--- config.mk ---
export PLATFORM = sky130hd
export DESIGN_NAME = bank_conflict_scheduler
export DESIGN_NICKNAME = d
export VERILOG_FILES = /design/src/rtl/bank_conflict_scheduler_pkg.sv /design/src/rtl/bank_conflict_scheduler_grant.sv /design/src/rtl/bank_conflict_scheduler.sv
export SDC_FILE = /design/constraint.sdc
export NUM_CORES = 1
export LEC_CHECK = 0
export BUFFER_PORTS_ARGS = -buffer_cell sky130_fd_sc_hd__buf_2
export CAP_MARGIN = 5
export CORE_MARGIN = 8
export CORE_UTILIZATION = 32
export CTS_BUF_LIST = sky130_fd_sc_hd__clkbuf_16
export DETAILED_ROUTE_END_ITERATION = 6
export PLACE_DENSITY = 0.57
export RECOVER_POWER = 100
export SLEW_MARGIN = 20
export SYNTH_ARGS = -nofsm -noshare
export SYNTH_HDL_FRONTEND = slang
export SYNTH_HIERARCHICAL = 1
export SYNTH_SLANG_ARGS = --single-unit
--- constraint.sdc ---
create_clock -name clk -period 3.7 [get_ports clk]
set_input_delay 0.555 -clock clk [delete_from_list [all_inputs] [get_ports clk]]
set_output_delay 0.555 -clock clk [all_outputs]
set_load 0.03 [all_outputs]
--- src/rtl/bank_conflict_scheduler_pkg.sv ---
// Shared sizing for the bank conflict scheduler: butterfly lane count and
// bank/lane index width, plus the scheduler FSM encoding.
package bank_conflict_scheduler_pkg;

  localparam int P    = 4;
  localparam int MAP  = 3;
  localparam int CNTW = 16;

  typedef enum logic {
    IDLE  = 1'b0,
    ISSUE = 1'b1
  } sched_state_t;

endpackage

--- src/rtl/bank_conflict_scheduler_grant.sv ---
// Combinational grant selection: lowest pending lane wins each bank, and the
// winning set is also presented inverted as bank -> lane with a bank enable.
module conflict_grant_comb #(
  parameter int N_LANES = 8,
  parameter int MAPW    = 3
) (
  input  logic [N_LANES-1:0]      pending,
  input  logic [N_LANES*MAPW-1:0] bi_bus,
  output logic [N_LANES-1:0]      gnt_mask,
  output logic [N_LANES-1:0]      bank_en,
  output logic [N_LANES*MAPW-1:0] bank_lane_bus
);

  always_comb begin
    gnt_mask      = '0;
    bank_en       = '0;
    bank_lane_bus = '0;
    for (int i = 0; i < N_LANES; i++) begin
      gnt_mask[i] = pending[i];
      // A lower pending lane on the same bank blocks this one for now.
      for (int j = 0; j < i; j++) begin
        if (pending[j] && (bi_bus[j*MAPW +: MAPW] == bi_bus[i*MAPW +: MAPW]))
          gnt_mask[i] = 1'b0;
      end
    end
    for (int i = 0; i < N_LANES; i++) begin
      if (gnt_mask[i]) begin
        bank_en[bi_bus[i*MAPW +: MAPW]]                       = 1'b1;
        bank_lane_bus[int'(bi_bus[i*MAPW +: MAPW])*MAPW +: MAPW] = MAPW'(i);
      end
    end
  end

endmodule

--- src/rtl/bank_conflict_scheduler.sv ---
// Splits one batch of per-lane bank requests into conflict-free issue cycles
// and tracks how many extra cycles bank conflicts have cost.
module bank_conflict_scheduler
  import bank_conflict_scheduler_pkg::*;
#(
  parameter int N_LANES = 2*P,
  parameter int MAPW    = MAP,
  parameter int CNTW    = bank_conflict_scheduler_pkg::CNTW
) (
  input  logic                    clk,
  input  logic                    rst_n,
  input  logic                    req_valid,
  output logic                    req_ready,
  input  logic [N_LANES-1:0]      req_mask,
  input  logic [N_LANES*MAPW-1:0] req_bi_bus,
  output logic                    gnt_valid,
  input  logic                    gnt_ready,
  output logic [N_LANES-1:0]      gnt_mask,
  output logic [N_LANES*MAPW-1:0] gnt_bi_bus,
  output logic [N_LANES*MAPW-1:0] bank_lane_bus,
  output logic [N_LANES-1:0]      bank_en,
  output logic                    batch_done,
  output logic [CNTW-1:0]         conflict_cnt
);

  sched_state_t              state;
  logic [N_LANES-1:0]        pending;
  logic [N_LANES-1:0]        pending_next;
  logic [N_LANES*MAPW-1:0]   bi_q;

  conflict_grant_comb #(
    .N_LANES (N_LANES),
    .MAPW    (MAPW)
  ) u_grant (
    .pending       (pending),
    .bi_bus        (bi_q),
    .gnt_mask      (gnt_mask),
    .bank_en       (bank_en),
    .bank_lane_bus (bank_lane_bus)
  );

  // Handshakes: a transfer happens on a rising edge where valid and ready are
  // both high; valid and its payload stay stable until that edge.
  assign req_ready    = (state == IDLE);
  assign gnt_valid    = (state == ISSUE);
  assign gnt_bi_bus   = bi_q;
  assign pending_next = pending & ~gnt_mask;

  always_ff @(posedge clk or negedge rst_n) begin
    if (!rst_n) begin
      state        <= IDLE;
      pending      <= '0;
      bi_q         <= '0;
      conflict_cnt <= '0;
      batch_done   <= 1'b0;
    end else begin
      batch_done <= 1'b0;
      case (state)
        IDLE: begin
          if (req_valid) begin
            bi_q    <= req_bi_bus;
            pending <= req_mask;
            if (req_mask != '0) state      <= ISSUE;
            else                batch_done <= 1'b1;
          end
        end
        ISSUE: begin
          if (gnt_ready) begin
            pending <= pending_next;
            if (pending_next == '0) begin
              state      <= IDLE;
              batch_done <= 1'b1;
            end else if (conflict_cnt != '1) begin
              conflict_cnt <= conflict_cnt + 1'b1;
            end
          end
        end
        default: state <= IDLE;
      endcase
    end
  end

endmodule
[After elaboration in Yosys (flattened, before gate mapping)]
Index checks and enable logic that the tools add are counted.
Storage, ports and cells
  register bits: 50
  input port bits: 36
  output and inout bits: 83
  word-level logic and storage cells: 218
Operators by class
  add/sub/neg operators: 9
  multiply operators: 8
  $lt $le $gt $ge: 16
  eq/ne operators: 31
  shift operators: 16
  muxes and demuxes: 80
  bitwise logic cells: 12
  reduce and logical (&&, ||, !) cells: 41
Operators with widths (count)
  32-bit negation with 33-bit output: 8
  3-bit by 33-bit variable shift with 24-bit output, first input constant: 8
  3-bit by 33-bit indexed part select with 24-bit output, first input constant: 8
  24-bit 2-to-1 mux: 8
  24-bit bitwise mux: 7
  3-bit equality test: 28
  8-bit 2-to-1 mux: 10
  8-bit bitwise OR: 7
  1-bit 2-to-1 mux: 44
  3-bit by 2-bit multiplier with 5-bit output, second input constant: 8
  1-bit logical AND: 36
  3-bit by 4-bit < comparator with 1-bit output, second input constant: 8
  24-bit AND: 1
  1-bit demux with 3-bit select: 8
  3-bit by 1-bit >= comparator with 1-bit output, second input constant: 8
  16-bit by 1-bit adder with 16-bit output, second input constant: 1
  16-bit inequality test, second input constant: 1
  8-bit case mux with 2 select lines: 1
  8-bit AND: 1
  8-bit logical NOT: 1
  8-bit inverter: 1
  8-bit nonzero test: 1
  2-bit inequality test, second input constant: 2
  1-bit case mux with 2 select lines: 2
  3 further kinds: 5

[Depth between registers and ports, before layout]
  depth after elaboration: 19
  depth in mapped cells: 13
  gate-level depth less buffers: 9

[Cells and area by module]
Netlist, hierarchy kept.
By module, submodules not included
  conflict_grant_comb: times used 1, cells an instance 478, area an instance 3423.3 µm², seq. area each 0.0 µm²
  bank_conflict_scheduler: times used 1, cells an instance 195, area an instance 2374.8 µm², seq. area each 1251.2 µm²

[Worst setup path before layout]
No wires, ideal clock.
  kind: register to output
  from: register bi_q[15], in the netlist gnt_bi_bus[15]
  to: output bank_lane_bus[16]
  arrival: 2.905 ns
  data required time: 3.145 ns
  slack: 0.240 ns
  stages on the path, launching flop included: 8
  path buffers: 2
  path through: dfrtp_1 > buf_2 > inv_1 > ha_1 > clkbuf_2 > xor2_1 > and3_1 > o311ai_0
On the way
  word-level cells in the longest chain between the ends: 12
  elaborated cells on any way between the ends: 32
  classes of those cells: 1 x add/sub; 1 x mul; 7 x eq/ne; 2 x shift; 14 x mux; 7 x reduce/logical
Ends and longest elaborated chain
  start, declared: RTL line bank_conflict_scheduler.sv:29  | logic [N_LANES*MAPW-1:0] bi_q;
  start signal, assigned: RTL line bank_conflict_scheduler.sv:61  | bi_q <= req_bi_bus;
  parallel branches: the longest is 11 deep, another holds 32-bit negation with 33-bit output
  24-bit 2-to-1 mux (*): RTL line bank_conflict_scheduler_grant.sv:27  | if (gnt_mask[i]) begin
  end, declared: RTL line bank_conflict_scheduler.sv:20  | output logic [N_LANES*MAPW-1:0] bank_lane_bus,
Mark *: on every way between the ends.

[Worst setup path in the final report]
  from: register bi_q[5], in the netlist gnt_bi_bus[5]
  to: output bank_en[2]
On the way
  word-level cells in the longest chain between the ends: 18
  elaborated cells on any way between the ends: 55
  classes of those cells: 2 x order compare; 7 x eq/ne; 31 x mux; 7 x bitwise; 8 x reduce/logical
Ends and longest elaborated chain
  3-bit by 4-bit < comparator with 1-bit output (not written as such) or 3-bit by 1-bit >= comparator with 1-bit output (tied branches): RTL line bank_conflict_scheduler_grant.sv:28  | bank_en[bi_bus[i*MAPW +: MAPW]] = 1'b1;
  1-bit logical AND (not written as such): RTL line bank_conflict_scheduler_grant.sv:28
  1-bit 2-to-1 mux (not written as such): RTL line bank_conflict_scheduler_grant.sv:28
  1-bit demux with 3-bit select
  8-bit bitwise OR (no source line)
  8-bit 2-to-1 mux: RTL line bank_conflict_scheduler_grant.sv:27
  8-bit bitwise OR (no source line)
  8-bit 2-to-1 mux: RTL line bank_conflict_scheduler_grant.sv:27
  [2 not listed]
  8-bit bitwise OR (no source line)
  8-bit 2-to-1 mux: RTL line bank_conflict_scheduler_grant.sv:27
  8-bit bitwise OR (no source line)
  8-bit 2-to-1 mux: RTL line bank_conflict_scheduler_grant.sv:27
  8-bit bitwise OR (no source line)
  8-bit 2-to-1 mux: RTL line bank_conflict_scheduler_grant.sv:27
  8-bit bitwise OR (no source line)
  8-bit 2-to-1 mux (*): RTL line bank_conflict_scheduler_grant.sv:27
  end, declared: RTL line bank_conflict_scheduler.sv:21  | output logic [N_LANES-1:0] bank_en,
Every way passes the cells marked *; elsewhere a longest branch is shown, timed or not.

==> results.ini <==
[critical_path]
crit-reg2reg-capture = conflict_cnt[8]
critical_path_class = flop to output pin
crit_start = gnt_bi_bus[5]
reg2reg_depth = 11
start_kind = flop
endpoint_of_the_worst_setup_timing_path = bank_en[2]
worstPathMaxFanout = 11
cp_data_arrival_time_ps = 2980
worst_r2r_startpoint = gnt_bi_bus[17]
crit_required_ps = 3140
setup.reg_to_reg.worst_slack_ps = 420
setup.worst_path.end_class = output pin

[yosys]
synthesis.nets = 733
synthCells = 673
synth_area_leaders = sky130_fd_sc_hd__dfrtp_1, sky130_fd_sc_hd__xnor2_1, sky130_fd_sc_hd__ha_1
post_synth_num_cell_types = 77
mappedNetlistArea_mm2 = 0.00580
postSynthRegisterBits = 50
synth_largest_type_area_fraction = 0.216
syn_avg_cell_area_um2 = 8.62
synth-async-reset-ratio = 1.00
synthDominantAreaCellType = sky130_fd_sc_hd__dfrtp_1
synth_seq_area_share = 0.216
synth_enable_flop_cells = 0
yosys_warnings = 6
most_used_flip_flop_cell_after_synthesis = sky130_fd_sc_hd__dfrtp_1

[flow_run]
max_cap_violations = 0

[sta]
whs_ps = 471
final.period_utilization = 0.955
setup_repair_after_global_routing_missed_its_margin = false
slew_violations = 0
tightest_slew_ps = 1400
hold_viol_final = 0
post-route-min-period_ps = 3540
final_worst_clock_skew_ps = 8.65
final_critical_path_setup_slack_ps = 165
maxSlewHeadroom = 0.0657
timing.fmax_mhz = 283
final-setup-viol-count = 0
final.setup.tns_ps = 0

[final_layout]
nFillCells = 1942
layout.area.seq_mm2 = 0.00126
multi_input_comb_area_mm2 = 0.00405
n_antenna_cell = 0
drive_gt1_frac = 0.163
flow.area_growth_from_synthesis_pct = 12.9
design.final.nets = 831

[routing]
ant_nets = 0
routed-via-count = 5549
route.detailed.vias_per_inst = 5.54
wl_per_cell_um = 20.0
iteration_0_drc_count_of_the_detailed_router = 468
drt_first_pass_iters = 7
final_wl_um = 20100
drc = 1

[floorplanning]
number_of_rows_in_the_core_area = 49
core_mm2 = 0.0179
ports = 119
die_area_mm2 = 0.0227
die_w_um = 151
die_h_um = 151
floorplan.initialDensity = 0.324

[clock_tree]
tritoncts.num_buffers = 5
h-tree-depth = 2
cts_post_setup_buffers_inserted = 0
ctsResizeCount = 0
cts_tree = done
post_cts_hold_buffer_count = 0
cts_buffer_depth = 2
clock_latency_ps = 290
cts.sink_count = 50
clkTransAtPathRegs_ps = 70
cts-root-buf = sky130_fd_sc_hd__clkbuf_16

[outcome]
failed_checks = design-rule violations
status = finished with violations

[hold_path]
min_path_type = input port to flop
min_path_cells = 2

[grt]
gr-total-overflow = 0
number_of_antenna_violations_at_the_first_check_in_global_routing = 0
grt_max_degree = 27
first_global_vias = 5407
globalRouteTotalUtil = 0.175
grt_first_pass_wirelength_um = 31300

[placed_design]
post-dp-hpwl_um = 16100
post-place-ws_ps = 396
gpl.final_weighted_congestion = 0.979
port_buffers = 118

-- worst min path at each step --
stage | start | to | slack [ps]
2_1_floorplan | rst_n | batch_done | 260
3_3_place_gp | conflict_cnt[15] | conflict_cnt[15] | 470
3_5_place_dp | conflict_cnt[15] | conflict_cnt[15] | 470
4_1_cts | rst_n | conflict_cnt[12] | 270
5_1_grt | req_bi_bus[22] | gnt_bi_bus[22] | 470
6_report | req_bi_bus[20] | gnt_bi_bus[20] | 470
-- placed cells by master (no fill, tap or decap), types with 4 or more instances in the layout --
master	Yosys	final
sky130_fd_sc_hd__nand3b_1	6	6
sky130_fd_sc_hd__nor2b_1	11	11
sky130_fd_sc_hd__ha_1	24	24
sky130_fd_sc_hd__xor2_1	26	26
sky130_fd_sc_hd__nor2_1	29	30
sky130_fd_sc_hd__xnor2_1	83	83
sky130_fd_sc_hd__nand4_1	34	35
sky130_fd_sc_hd__buf_2	29	54
sky130_fd_sc_hd__clkbuf_16	0	5
sky130_fd_sc_hd__and2_1	13	12
sky130_fd_sc_hd__buf_4	17	18
sky130_fd_sc_hd__dfrtp_1	50	44
sky130_fd_sc_hd__and4b_1	4	4
sky130_fd_sc_hd__nand2_1	39	39
sky130_fd_sc_hd__and3_1	26	25
sky130_fd_sc_hd__nor4b_1	4	5
sky130_fd_sc_hd__nand4b_1	6	6
sky130_fd_sc_hd__o21ai_0	18	19
sky130_fd_sc_hd__nor4_1	7	9
sky130_fd_sc_hd__mux2i_1	11	11
sky130_fd_sc_hd__clkbuf_1	4	56
sky130_fd_sc_hd__a32o_1	4	4
sky130_fd_sc_hd__dfrtp_2	0	6
sky130_fd_sc_hd__clkbuf_2	1	18
sky130_fd_sc_hd__inv_1	26	26
sky130_fd_sc_hd__nand2b_1	10	10
sky130_fd_sc_hd__a22oi_1	4	4
sky130_fd_sc_hd__a21oi_1	5	5
sky130_fd_sc_hd__a31oi_1	10	10
sky130_fd_sc_hd__and4_1	6	6
sky130_fd_sc_hd__nand3_1	44	44
sky130_fd_sc_hd__o211ai_1	4	4
sky130_fd_sc_hd__nor3_1	8	12
sky130_fd_sc_hd__mux2_1	25	25
sky130_fd_sc_hd__a32oi_1	8	8
-- cells in the mapped netlist, types with 10 or more instances --
library cell and count:
sky130_fd_sc_hd__nor2_1 29, sky130_fd_sc_hd__o21ai_0 18, sky130_fd_sc_hd__mux2_1 25, sky130_fd_sc_hd__and3_1 26, sky130_fd_sc_hd__nand4_1 34, sky130_fd_sc_hd__buf_2 29, sky130_fd_sc_hd__ha_1 24, sky130_fd_sc_hd__buf_4 17
sky130_fd_sc_hd__mux2i_1 11, sky130_fd_sc_hd__xor2_1 26, sky130_fd_sc_hd__a31oi_1 10, sky130_fd_sc_hd__dfrtp_1 50, sky130_fd_sc_hd__xnor2_1 83, sky130_fd_sc_hd__and2_1 13, sky130_fd_sc_hd__nand2_1 39, sky130_fd_sc_hd__nor2b_1 11
sky130_fd_sc_hd__nand2b_1 10, sky130_fd_sc_hd__nand3_1 44, sky130_fd_sc_hd__inv_1 26
-- stage by stage --
stage               cell area (µm²)  instances   util
floorplan                      5800        673      -
global placement               6550        993  0.366
detailed placement             6550        993  0.366
CTS                            6700       1001  0.374
global route                   6540       1001  0.366
finish                         6540       1001  0.366
-- flip-flops by register name (all words and copies together) (netlist names) --
| register | count |
|---|---|
| pending | 8 |
| batch_done | 1 |
| conflict_cnt | 16 |
| gnt_bi_bus | 24 |
| gnt_valid | 1 |
-- logic make-up after synthesis --
family          after synthesis  share of synthesized area
xor+xnor                    110                      0.167
fa+ha+maj                    24                     0.0518
mux                          37                     0.0695
simple gates                278                      0.296
compound gates               92                      0.124
flops                        50                      0.216
buf+inv                      82                     0.0757
-- worst max-delay path, stage by stage (launching register included) --
cell and delay, ps:
sky130_fd_sc_hd__dfrtp_1 620, sky130_fd_sc_hd__buf_4 250, sky130_fd_sc_hd__xnor2_1 150, sky130_fd_sc_hd__nand2_1 80
sky130_fd_sc_hd__o211ai_1 500, sky130_fd_sc_hd__o311ai_0 310, sky130_fd_sc_hd__a221oi_1 350, sky130_fd_sc_hd__o221ai_1 220
sky130_fd_sc_hd__buf_2 230
-- area by class of cell --
| type | instances | area share |
|---|---|---|
| multi-input cells | 541 | 0.618 |
| flip-flops and latches | 50 | 0.192 |
| repair buffers | 146 | 0.108 |
| well taps | 229 | 0.0438 |
| clock buffers | 5 | 0.0191 |
| inverters | 27 | 0.0155 |
| clock inverters | 3 | 0.00306 |
-- per-layer routing --
layer  global-route usage  up-vias  share of wire
met5                    0        -              0
met3               0.0307       35          0.073
met4               0.0717        0          0.034
li1                     -     2637              -
met1                0.232     2650           0.45
met2                0.275      227           0.45
Power is left out: the tool's default activity adds up to more than one toggle a clock period on the data nets, which glitch-free logic cannot reach.
